## src/rtl/instr_mem_fetch.sv

```systemverilog
// instr_mem_fetch: writable instruction memory with a registered valid/ready fetch port and halt parking
module instr_mem_fetch #(
  parameter int                DATA_W    = 32,
  parameter int                ADDR_W    = 5,
  parameter int                DEPTH     = 32,
  parameter logic [DATA_W-1:0] HALT_WORD = 32'hFFFF_FFFF
) (
  input  logic              clk,
  input  logic              rst_n,
  input  logic              prog_en,
  input  logic [ADDR_W-1:0] prog_addr,
  input  logic [DATA_W-1:0] prog_data,
  input  logic              prog_clr,
  output logic              prog_err,
  input  logic              resume,
  input  logic              req_valid,
  input  logic [ADDR_W-1:0] req_addr,
  output logic              req_ready,
  output logic              rsp_valid,
  input  logic              rsp_ready,
  output logic [DATA_W-1:0] rsp_instr,
  output logic              rsp_halt,
  output logic              rsp_oob,
  output logic              halted
);
  typedef enum logic [1:0] {RUN, PROG, HALTED} state_e;
  localparam logic [ADDR_W:0] DEPTH_L = (ADDR_W+1)'(DEPTH);
  state_e            state_q, state_d;
  logic [DEPTH-1:0]  wr_q, wr_d;
  logic [DATA_W-1:0] mem_q [DEPTH];
  logic [DATA_W-1:0] rsp_instr_q, rsp_instr_d, rd_word;
  logic              rsp_valid_q, rsp_valid_d, rsp_halt_q, rsp_halt_d, rsp_oob_q, rsp_oob_d;
  logic              prog_err_q, prog_err_d, req_in, prog_in, accept, prog_wr;
  assign req_in    = {1'b0, req_addr} < DEPTH_L;
  assign prog_in   = {1'b0, prog_addr} < DEPTH_L;
  assign prog_wr   = prog_en && prog_in;
  assign req_ready = (state_q == RUN) && !prog_en && (!rsp_valid_q || rsp_ready);
  assign accept    = req_valid && req_ready;
  // Reads never coincide with a write: accepting a request requires prog_en low
  assign rd_word   = (!req_in || !wr_q[req_addr]) ? HALT_WORD : mem_q[req_addr];
  always_comb begin
    state_d = (state_q == RUN)  ? (prog_en ? PROG : (rsp_valid_q && rsp_ready && rsp_halt_q) ? HALTED : RUN) :
              (state_q == PROG) ? (prog_en ? PROG : RUN) :
                                  (prog_en ? PROG : resume ? RUN : HALTED);
    wr_d        = prog_clr ? '0 : prog_wr ? (wr_q | (DEPTH'(1) << prog_addr)) : wr_q;
    rsp_valid_d = accept | (rsp_valid_q & ~rsp_ready);
    rsp_instr_d = accept ? rd_word : rsp_instr_q;
    rsp_halt_d  = accept ? (rd_word == HALT_WORD) : rsp_halt_q;
    rsp_oob_d   = accept ? !req_in : rsp_oob_q;
    prog_err_d  = prog_err_q | (prog_en & ~prog_in);
  end
  always_ff @(posedge clk or negedge rst_n) begin
    if (!rst_n) begin
      state_q     <= RUN;
      wr_q        <= '0;
      rsp_valid_q <= 1'b0;
      rsp_instr_q <= HALT_WORD;
      rsp_halt_q  <= 1'b0;
      rsp_oob_q   <= 1'b0;
      prog_err_q  <= 1'b0;
    end else begin
      state_q     <= state_d;
      wr_q        <= wr_d;
      rsp_valid_q <= rsp_valid_d;
      rsp_instr_q <= rsp_instr_d;
      rsp_halt_q  <= rsp_halt_d;
      rsp_oob_q   <= rsp_oob_d;
      prog_err_q  <= prog_err_d;
    end
  end
  always_ff @(posedge clk) begin
    if (prog_wr) mem_q[prog_addr] <= prog_data;
  end
  assign rsp_valid = rsp_valid_q;
  assign rsp_instr = rsp_instr_q;
  assign rsp_halt  = rsp_halt_q;
  assign rsp_oob   = rsp_oob_q;
  assign prog_err  = prog_err_q;
  assign halted    = (state_q == HALTED);
endmodule

```

## config.mk

```make
export PLATFORM = sky130hd
export DESIGN_NAME = instr_mem_fetch
export DESIGN_NICKNAME = d
export VERILOG_FILES = /design/src/rtl/instr_mem_fetch.sv
export SDC_FILE = /design/constraint.sdc
export NUM_CORES = 1
export LEC_CHECK = 0
export CORE_MARGIN = 3
export CORE_UTILIZATION = 56
export CTS_CLUSTER_SIZE = 14
export DETAILED_ROUTE_END_ITERATION = 16
export GPL_TIMING_DRIVEN = 0
export HOLD_SLACK_MARGIN = 0.12
export PLACE_DENSITY = 0.76
export SLEW_MARGIN = 20
export SYNTH_ARGS = -nofsm -noshare
export SYNTH_HDL_FRONTEND = slang
export SYNTH_SLANG_ARGS = --single-unit
```

## constraint.sdc

```tcl
create_clock -name clk -period 2.2 [get_ports clk]
set_clock_uncertainty 0.15 [all_clocks]
set_input_delay 0.44 -clock clk [delete_from_list [all_inputs] [get_ports clk]]
set_output_delay 0.44 -clock clk [all_outputs]
set_load 0.01 [all_outputs]
```

==> impl_metrics.csv <==
group,metric,value,unit
run_status,status,"complete, but fails checks",
run_status,violations,"negative setup slack",
worst_setup_path,path_cells,"buf_12, buf_12, buf_12, buf_12, mux2i_1, a221oi_1, a21oi_1, o31a_1, nor4_4, a41oi_2, o41ai_2",
worst_setup_path,path_buf_inv,4,
timing,rsz0062_at_grt,"true",
timing,setup_viol,73,
drt,wirelength,133000,µm
timing,slew_violations,0,
global_routing,grt_usage,32.6,%
synthesis,synth_edf_count,1024,
power,p_leak,17.5,nW
worst_setup_path,endpoint_kind,"register",
synthesis,syn_area,0.0430,mm²
worst_setup_path,crit_arrival,3.19,ns
worst_setup_path,critical_path_class,"in -> reg",
worst_setup_path,reg2reg_slack,-0.50,ns
floorplan,pin_count,87,
drt,dr.pass1.iters,6,
drt,drtAntennaViolNets,0,
drt,drt-initial-drc-count,4221,
drt,vias_per_cell,6.94,
worst_setup_path,cp.required,2.63,ns
clock_network,clockRootBuffer,"clkbuf_16",
global_routing,grt_pass1_vias,24714,
worst_setup_path,cp_max_fo,10,
hold_path,min_from,"prog_data[7]",
floorplan,rows,101,
worst_setup_path,r2r-start,"mem_q[20][14]",
timing,max_freq,363,MHz
layout,drive_gt1_share,28.4,%
floorplan,dieHeight,283,µm
placement,place_hpwl,81500,µm
drt,wl_per_cell,37.2,µm
clock_network,clock_path_buffers,3,
worst_setup_path,start_kind,"primary input",
worst_setup_path,critPathTopFamily,"compound AO/OA/AOI/OAI gates",
synthesis,seq_area_frac_synth,75.5,%
synthesis,ys_warn_count,0,
timing,final-hold-violation-count,0,
global_routing,grt_max_degree,40,
floorplan,core,0.0761,mm²
global_routing,grt_overflow,0,
clock_network,clkLatencyLatePin,0.69,ns
synthesis,async_flop_share,6.23,%
layout,nFillCells,4536,
floorplan,fp.dieW,283,µm
timing,setup_slack,-0.558,ns
layout,utilization,68.3,%
timing,fin_hold_ws,0.143,ns
clock_network,htreeDepth,3,
clock_network,clk_pin_slew_worst_paths,0.06,ns
worst_setup_path,timing.rr.end,"rsp_halt",
timing,timing.final.crit_share,125,%
placement,portBuffers,82,
drt,drc,0,
worst_setup_path,critical_path.slowest_cell,"nor4_4",
layout,area_delta_synth_final,20.7,%
synthesis,synth_top_area_share,71.5,%
synthesis,syn_avg_cell_area,20.1,µm²
synthesis,synth_cell_type_count,57,
hold_path,min_to,"mem_q[16][7]",
synthesis,synth_area_leaders,"edfxtp_1 (71%), mux4_2 (6.8%), mux2i_1 (5.0%)",
global_routing,antenna_found_initial,3,
drt,route.met3.wl,19000,µm
hold_path,whs_path_depth,1,
worst_setup_path,ff2ff_path_depth,7,
layout,final_nets,2511,
worst_setup_path,max_stage_delay,0.59,ns
drt,top_layer,"met5",
synthesis,synth-main-ff-cell,"edfxtp_1",
global_routing,grt_pass1_wl,184000,µm
flow_run,drv_cap,0,
drt,wl_met1,44200,µm
timing,timing.final.crit_period,2.76,ns
power,peakVddDrop,0.666,mV
clock_network,cts_tree,"yes",
synthesis,synth-seq-cells,1092,
floorplan,die-area,0.0802,mm²
floorplan,initial_core_util,56.6,%
power,power,44.7,mW
worst_setup_path,cpMostUsedCell,"buf_12",
placement,gp_congestion,0.872,
clock_network,cts_buffers,105,
synthesis,yosys.area.top_type,"edfxtp_1",
drt,wl_met2,62200,µm
drt,vias,24854,
power,power.density,860,mW/mm²
hold_path,hold_class,"in -> reg",
clock_network,cts_num_sinks,1092,
timing,relSlewSlack,21.1,%
synthesis,synthCells,2141,
timing,worst_slew_pin_slew,1.18,ns
report_power, final:
part / switching [mW] / internal [mW] / leakage (nW)
clock network: 7.75 / 9.95 / 1.64
logic: 2.27 / 1.40 / 5.83
registers: 0.135 / 23.2 / 10.1
cell usage after synthesis, drive strengths merged, types with 2 or more instances:
cell / n
or2: 3
o21ai: 73
a221oi: 54
nor2: 112
dfstp: 32
nand3: 16
a22oi: 32
a22o: 2
nand2b: 4
clkbuf: 65
mux4: 168
o211ai: 9
a211oi: 32
a221o: 30
nand2: 73
nor3: 14
nor2b: 9
buf: 63
and2b: 2
clkinv: 2
nor4: 6
a21oi: 17
dfrtp: 36
o31a: 19
a31oi: 4
and2: 2
o2111ai: 2
nor3b: 3
edfxtp: 1024
a311oi: 3
mux2i: 215
nand4: 2
per-layer routing:
layer | global-route usage, % | vias up
li1 | - | 9490
met1 | 42.9 | 12592
met2 | 51.0 | 2281
met3 | 9.02 | 487
met4 | 15.6 | 4
met5 | 0 | -
worst reg2reg max path, delay by kind of cell, from the launching register on:
kind | cells | cell delay (ns)
and+or+nand+nor | 1 | 0.59
DFF | 1 | 0.38
AOI/OAI and AO/OA | 5 | 1.35
muxes | 1 | 0.15
worst max path at each step:
stage	start	end	slack, ns	cells after the start
detailed placement	req_addr[3]	rsp_halt	-2.79	10
floorplan	req_addr[0]	rsp_halt	-0.46	12
finish	req_addr[0]	rsp_halt	-0.56	11
global route	req_addr[0]	rsp_halt	-0.55	13
CTS	wr_q[2]	rsp_halt	-0.45	10
global placement	req_addr[3]	rsp_halt	-2.96	10
cells in the final DEF, fill, tap and decap left out, drive strengths merged, types with 6 or more instances in the layout:
cell           count
dlygate4sd2       36
dfstp             32
nor2             112
mux4             168
buf              212
nand3             16
a221o             30
nor2b              9
edfxtp          1024
nand2             73
o21ai             73
a221oi            54
bufinv             6
clkdlybuf4s50     35
clkbuf           195
nor4               6
o211ai             9
o31a              19
nor3              14
dfrtp             36
a211oi            32
mux2i            215
clkinv            43
a22oi             32
a21oi             17
metrics by stage:
stage | std cells | TNS (ns) | setup slack, ns | area, µm²
6_report | 3582 | -3.12 | -0.558 | 51900
5_1_grt | 3580 | -2.51 | -0.547 | 51900
4_1_cts | 3545 | -1.13 | -0.448 | 51400
3_5_place_dp | 3316 | -796.00 | -2.79 | 47200
3_3_place_gp | 3254 | -1617.85 | -2.96 | 45600
2_1_floorplan | 2142 | -23.35 | -0.463 | 43500
area by class of cell:
type | count | area [µm²] | area share, %
diodes | 3 | 7.51 | 0.0145
repair buffers | 215 | 2950 | 5.68
plain buffers | 126 | 1650 | 3.18
clock inverters | 53 | 455 | 0.877
inverters | 3 | 20.0 | 0.0385
multi-input cells | 919 | 10200 | 19.6
flip-flops and latches | 1092 | 32500 | 62.6
well taps | 1030 | 1290 | 2.48
clock buffers | 141 | 2900 | 5.58
kinds of logic (layout without fill, tap and decap cells):
| kind of cell | after synthesis | count (layout) | synth area share (%) |
|---|---|---|---|
| DFF | 1092 | 1092 | 75.5 |
| other | 1 | 5 | 0.00872 |
| and+or+nand+nor | 250 | 250 | 2.51 |
| AOI/OAI and AO/OA | 283 | 283 | 4.97 |
| muxes | 384 | 384 | 14.2 |
| buffers and inverters | 131 | 538 | 2.84 |
flip-flops by register name (all words and copies together), names as in the netlist:
signal	flops
wr_q	32
state_q	2
rsp_instr	32
mem_q	1024
rsp_valid	1
rsp_halt	1
what timing repair did:
item | CTS | global route
cloned | 1 | 0
endpoints found under the hold margin | 65 | 0
endpoints found under the setup margin | 633 | 172
pin swaps | 34 | 33
hold buffers | 3 | 0
setup buffers | 33 | 36
resized for setup | 198 | 84
Power figures use the tool's default switching activity.
==> RTL edit (same flow settings) <==
`wr_q` no longer has a reset.
--- a/src/rtl/instr_mem_fetch.sv
+++ b/src/rtl/instr_mem_fetch.sv
@@ -52,7 +52,6 @@
   always_ff @(posedge clk or negedge rst_n) begin
     if (!rst_n) begin
       state_q     <= RUN;
-      wr_q        <= '0;
       rsp_valid_q <= 1'b0;
       rsp_instr_q <= HALT_WORD;
       rsp_halt_q  <= 1'b0;
@@ -60,13 +59,16 @@
       prog_err_q  <= 1'b0;
     end else begin
       state_q     <= state_d;
-      wr_q        <= wr_d;
       rsp_valid_q <= rsp_valid_d;
       rsp_instr_q <= rsp_instr_d;
       rsp_halt_q  <= rsp_halt_d;
       rsp_oob_q   <= rsp_oob_d;
       prog_err_q  <= prog_err_d;
     end
+  end
+
+  always_ff @(posedge clk) begin
+    wr_q <= wr_d;
   end
   always_ff @(posedge clk) begin
     if (prog_wr) mem_q[prog_addr] <= prog_data;
Check against the original RTL: not equivalent (Yosys sat finds a counterexample within 4 cycles, from zero or initial values and one cycle with rst_n low).
==> RTL edit against the unedited design <==
  * The flow still finishes with violations (negative setup slack)
  * Routed wire length decreased by 1.6%
  * Cell count is 2.0% lower
  * Worst setup slack gained 0.091 ns
  * Sequential cell count unchanged
  * Sequential share of layout area increased by 0.26 points
  * Final area fell by 0.88%
  * Largest cell class unchanged
  * Area after synthesis shrank 1.8%
  * Highest routed layer is now met4
  * Power grew 0.35%
==> RTL edit: results (changes against the unedited design) <==
share of cells above drive strength 1: 30.4% (was 28.4%)
Post-synth EDFFs: 1024 (unchanged)
initial DRC count: 3925 (was 4221)
failing checks: negative setup slack (unchanged)
Least-Margin Pin Slew: 1.18 ns (about the same)
Placed Area: 46300 um^2 (was 47200 um^2)
NetSw: 10200 uW (was 10100 uW)
Routed wire per std cell: 37.4 um (was 37.2 um)
vias in the first global route: 24.9k (was 24.7k)
post-CTS setup buffers: 29 (was 33)
CP delay by family, top: compound AO/OA/AOI/OAI gates (unchanged)
hold path start: prog_data[20] (was prog_data[7])
worst reg2reg path startpoint: mem_q[23][2] (was mem_q[20][14])
crit-path max cell delay: 0.52 ns (was 0.59 ns)
synth cell count leaders: edfxtp_1 (1024), mux2i_1 (214), mux4_2 (167) (was edfxtp_1 (1024), mux2i_1 (215), mux4_2 (129))
leak pwr: 0.0172 uW (was 0.0175 uW)
clk slew on worst S/H paths: 0.07 ns
worst hold path type: input port to flip-flop (unchanged)
final net count: 2501 (was 2511)
post-DP HPWL: 82.9 mm (was 81.5 mm)
CTS root buf: clkbuf_16 (unchanged)
Max IR drop VDD: 0.664 mV (was 0.666 mV)
routability cong.: 0.872 (about the same)
antenna violations before repair: 1 (was 3)
R2R depth: 8 (was 7)
ranking of synthesized cells by area: edfxtp_1 (73%), mux4_2 (8.9%), mux2i_1 (5.1%) (was edfxtp_1 (71%), mux4_2 (6.8%), mux2i_1 (5.0%))
WHS Endpoint: mem_q[21][20] (was mem_q[16][7])
slowest library cell on the worst path: a2111oi_4 (was nor4_4)
most flop-heavy register: mem_q (unchanged)
r2r setup slk: -0.46 ns (was -0.50 ns)
quantity of hold-fixing buffers added after cts: 1 (was 3)
Worst Setup Slack, final: -0.467 ns (was -0.558 ns)
PortBufs: 80 (was 82)
critical path arrival: 3.10 ns (was 3.19 ns)
post-CTS resize count: 346 (was 198)
status: finished with violations (unchanged)
Overall Global Routing Usage: 33.6% (was 32.6%)
Pre-Repair DR Iteration Count: 6 (unchanged)
Async S/R FF share, synth: 3.30% (was 6.23%)
CTS HTree Levels: 3 (unchanged)
Seq/Total Area, Yosys: 76.5% (was 75.5%)
Synth cell types: 55 (was 57)
Crit Reg-Reg Endpoint: rsp_halt (unchanged)
largest net degree at the start of global routing: 37 (was 40)
Setup Viol. Count Final: 13 (was 73)
worst-path maximum fanout: 10 (unchanged)
layout filler cell count: 4372 (was 4536)
DR vias/cell: 7.06 (was 6.94)
first-pass GRT wire length: 183 mm (was 184 mm)
## RTL edit: cell count changes in the layout (fill, tap and decap cells not counted), sizes merged, moves of 6 or more
cell / unedited run / this run
a211oi: 32 / 20
a21oi: 17 / 37
clkbuf: 195 / 174
clkinv: 43 / 58
dfrtp: 36 / 4
dfxtp: 0 / 32
nand2: 73 / 62
nor3: 14 / 20
o31a: 19 / 5
o31ai: 0 / 16
## RTL edit: cells by family (layout without fill, tap and decap cells)
kind of cell / count (synthesis) / count (layout) / share of synthesized area (%)
DFF: 1092 / 1092 / 76.5
muxes: 383 / 383 / 14.1
AOI/OAI and AO/OA: 288 / 288 / 4.94
and+or+nand+nor: 250 / 250 / 2.56
buffers and inverters: 134 / 527 / 1.90
other: 1 / 3 / 0.00888
## RTL edit: routing by layer
layer  track usage, %  part of all wire [%]
met4             19.8                   7.2
met3             10.6                    14
met5                0                     0
met1             43.2                    33
met2             51.0                    45
## RTL edit: per-stage QoR
stage / hold slack (ns) / worst slack (ns) / std cells / setup TNS (ns) / util, %
after floorplan: -0.00559 / -0.453 / 2149 / -2.17 / -
after global placement: 0.299 / -2.41 / 3198 / -1786.16 / 60.0
after detailed placement: 0.315 / -2.47 / 3263 / -1077.40 / 62.0
after CTS: 0.121 / -0.277 / 3489 / -0.508 / 68.6
after global routing: 0.145 / -0.508 / 3511 / -1.78 / 69.0
final: 0.134 / -0.467 / 3512 / -1.18 / 69.0
## RTL edit: power by group through the flow
stage / Sequential [uW] / Combinational [uW] / Clock [uW]
5_1_grt: 23300 / 3780 / 18700
2_1_floorplan: 23800 / 1490 / 0
3_3_place_gp: 23700 / 2970 / 0
6_report: 23300 / 3670 / 17900
3_5_place_dp: 23800 / 3110 / 0
4_1_cts: 23300 / 3460 / 17800
## RTL edit: worst register-to-register path, cell delays in order, from the launching register on
cell and delay (ns):
edfxtp_1 0.33, mux2i_1 0.13, a221oi_4 0.33, o21ai_2 0.12, a211oi_4 0.44, o22ai_1 0.23
a2111oi_4 0.46, a21oi_1 0.16, o41ai_2 0.21
## RTL edit: worst max path at each step
stage / startpoint / end / slack (ns) / cells after the start
after detailed placement: req_addr[1] / rsp_halt / -2.47 / 11
after global routing: req_addr[0] / rsp_halt / -0.51 / 12
final: req_addr[0] / rsp_halt / -0.47 / 12
after global placement: req_addr[1] / rsp_halt / -2.41 / 11
after floorplan: req_addr[0] / rsp_halt / -0.45 / 12
after CTS: wr_q[7] / rsp_halt / -0.28 / 10
## RTL edit: layout make-up
class	instances	area, um^2	share of cell area (%)
diodes	1	2.50	0.00486
plain buffers	127	1600	3.11
clock buffers	126	2760	5.36
clock inverters	71	623	1.21
inverters	3	17.5	0.0340
multi-input cells	923	10200	19.8
flip-flops and latches	1092	32300	62.8
well taps	969	1210	2.36
repair buffers	200	2750	5.34
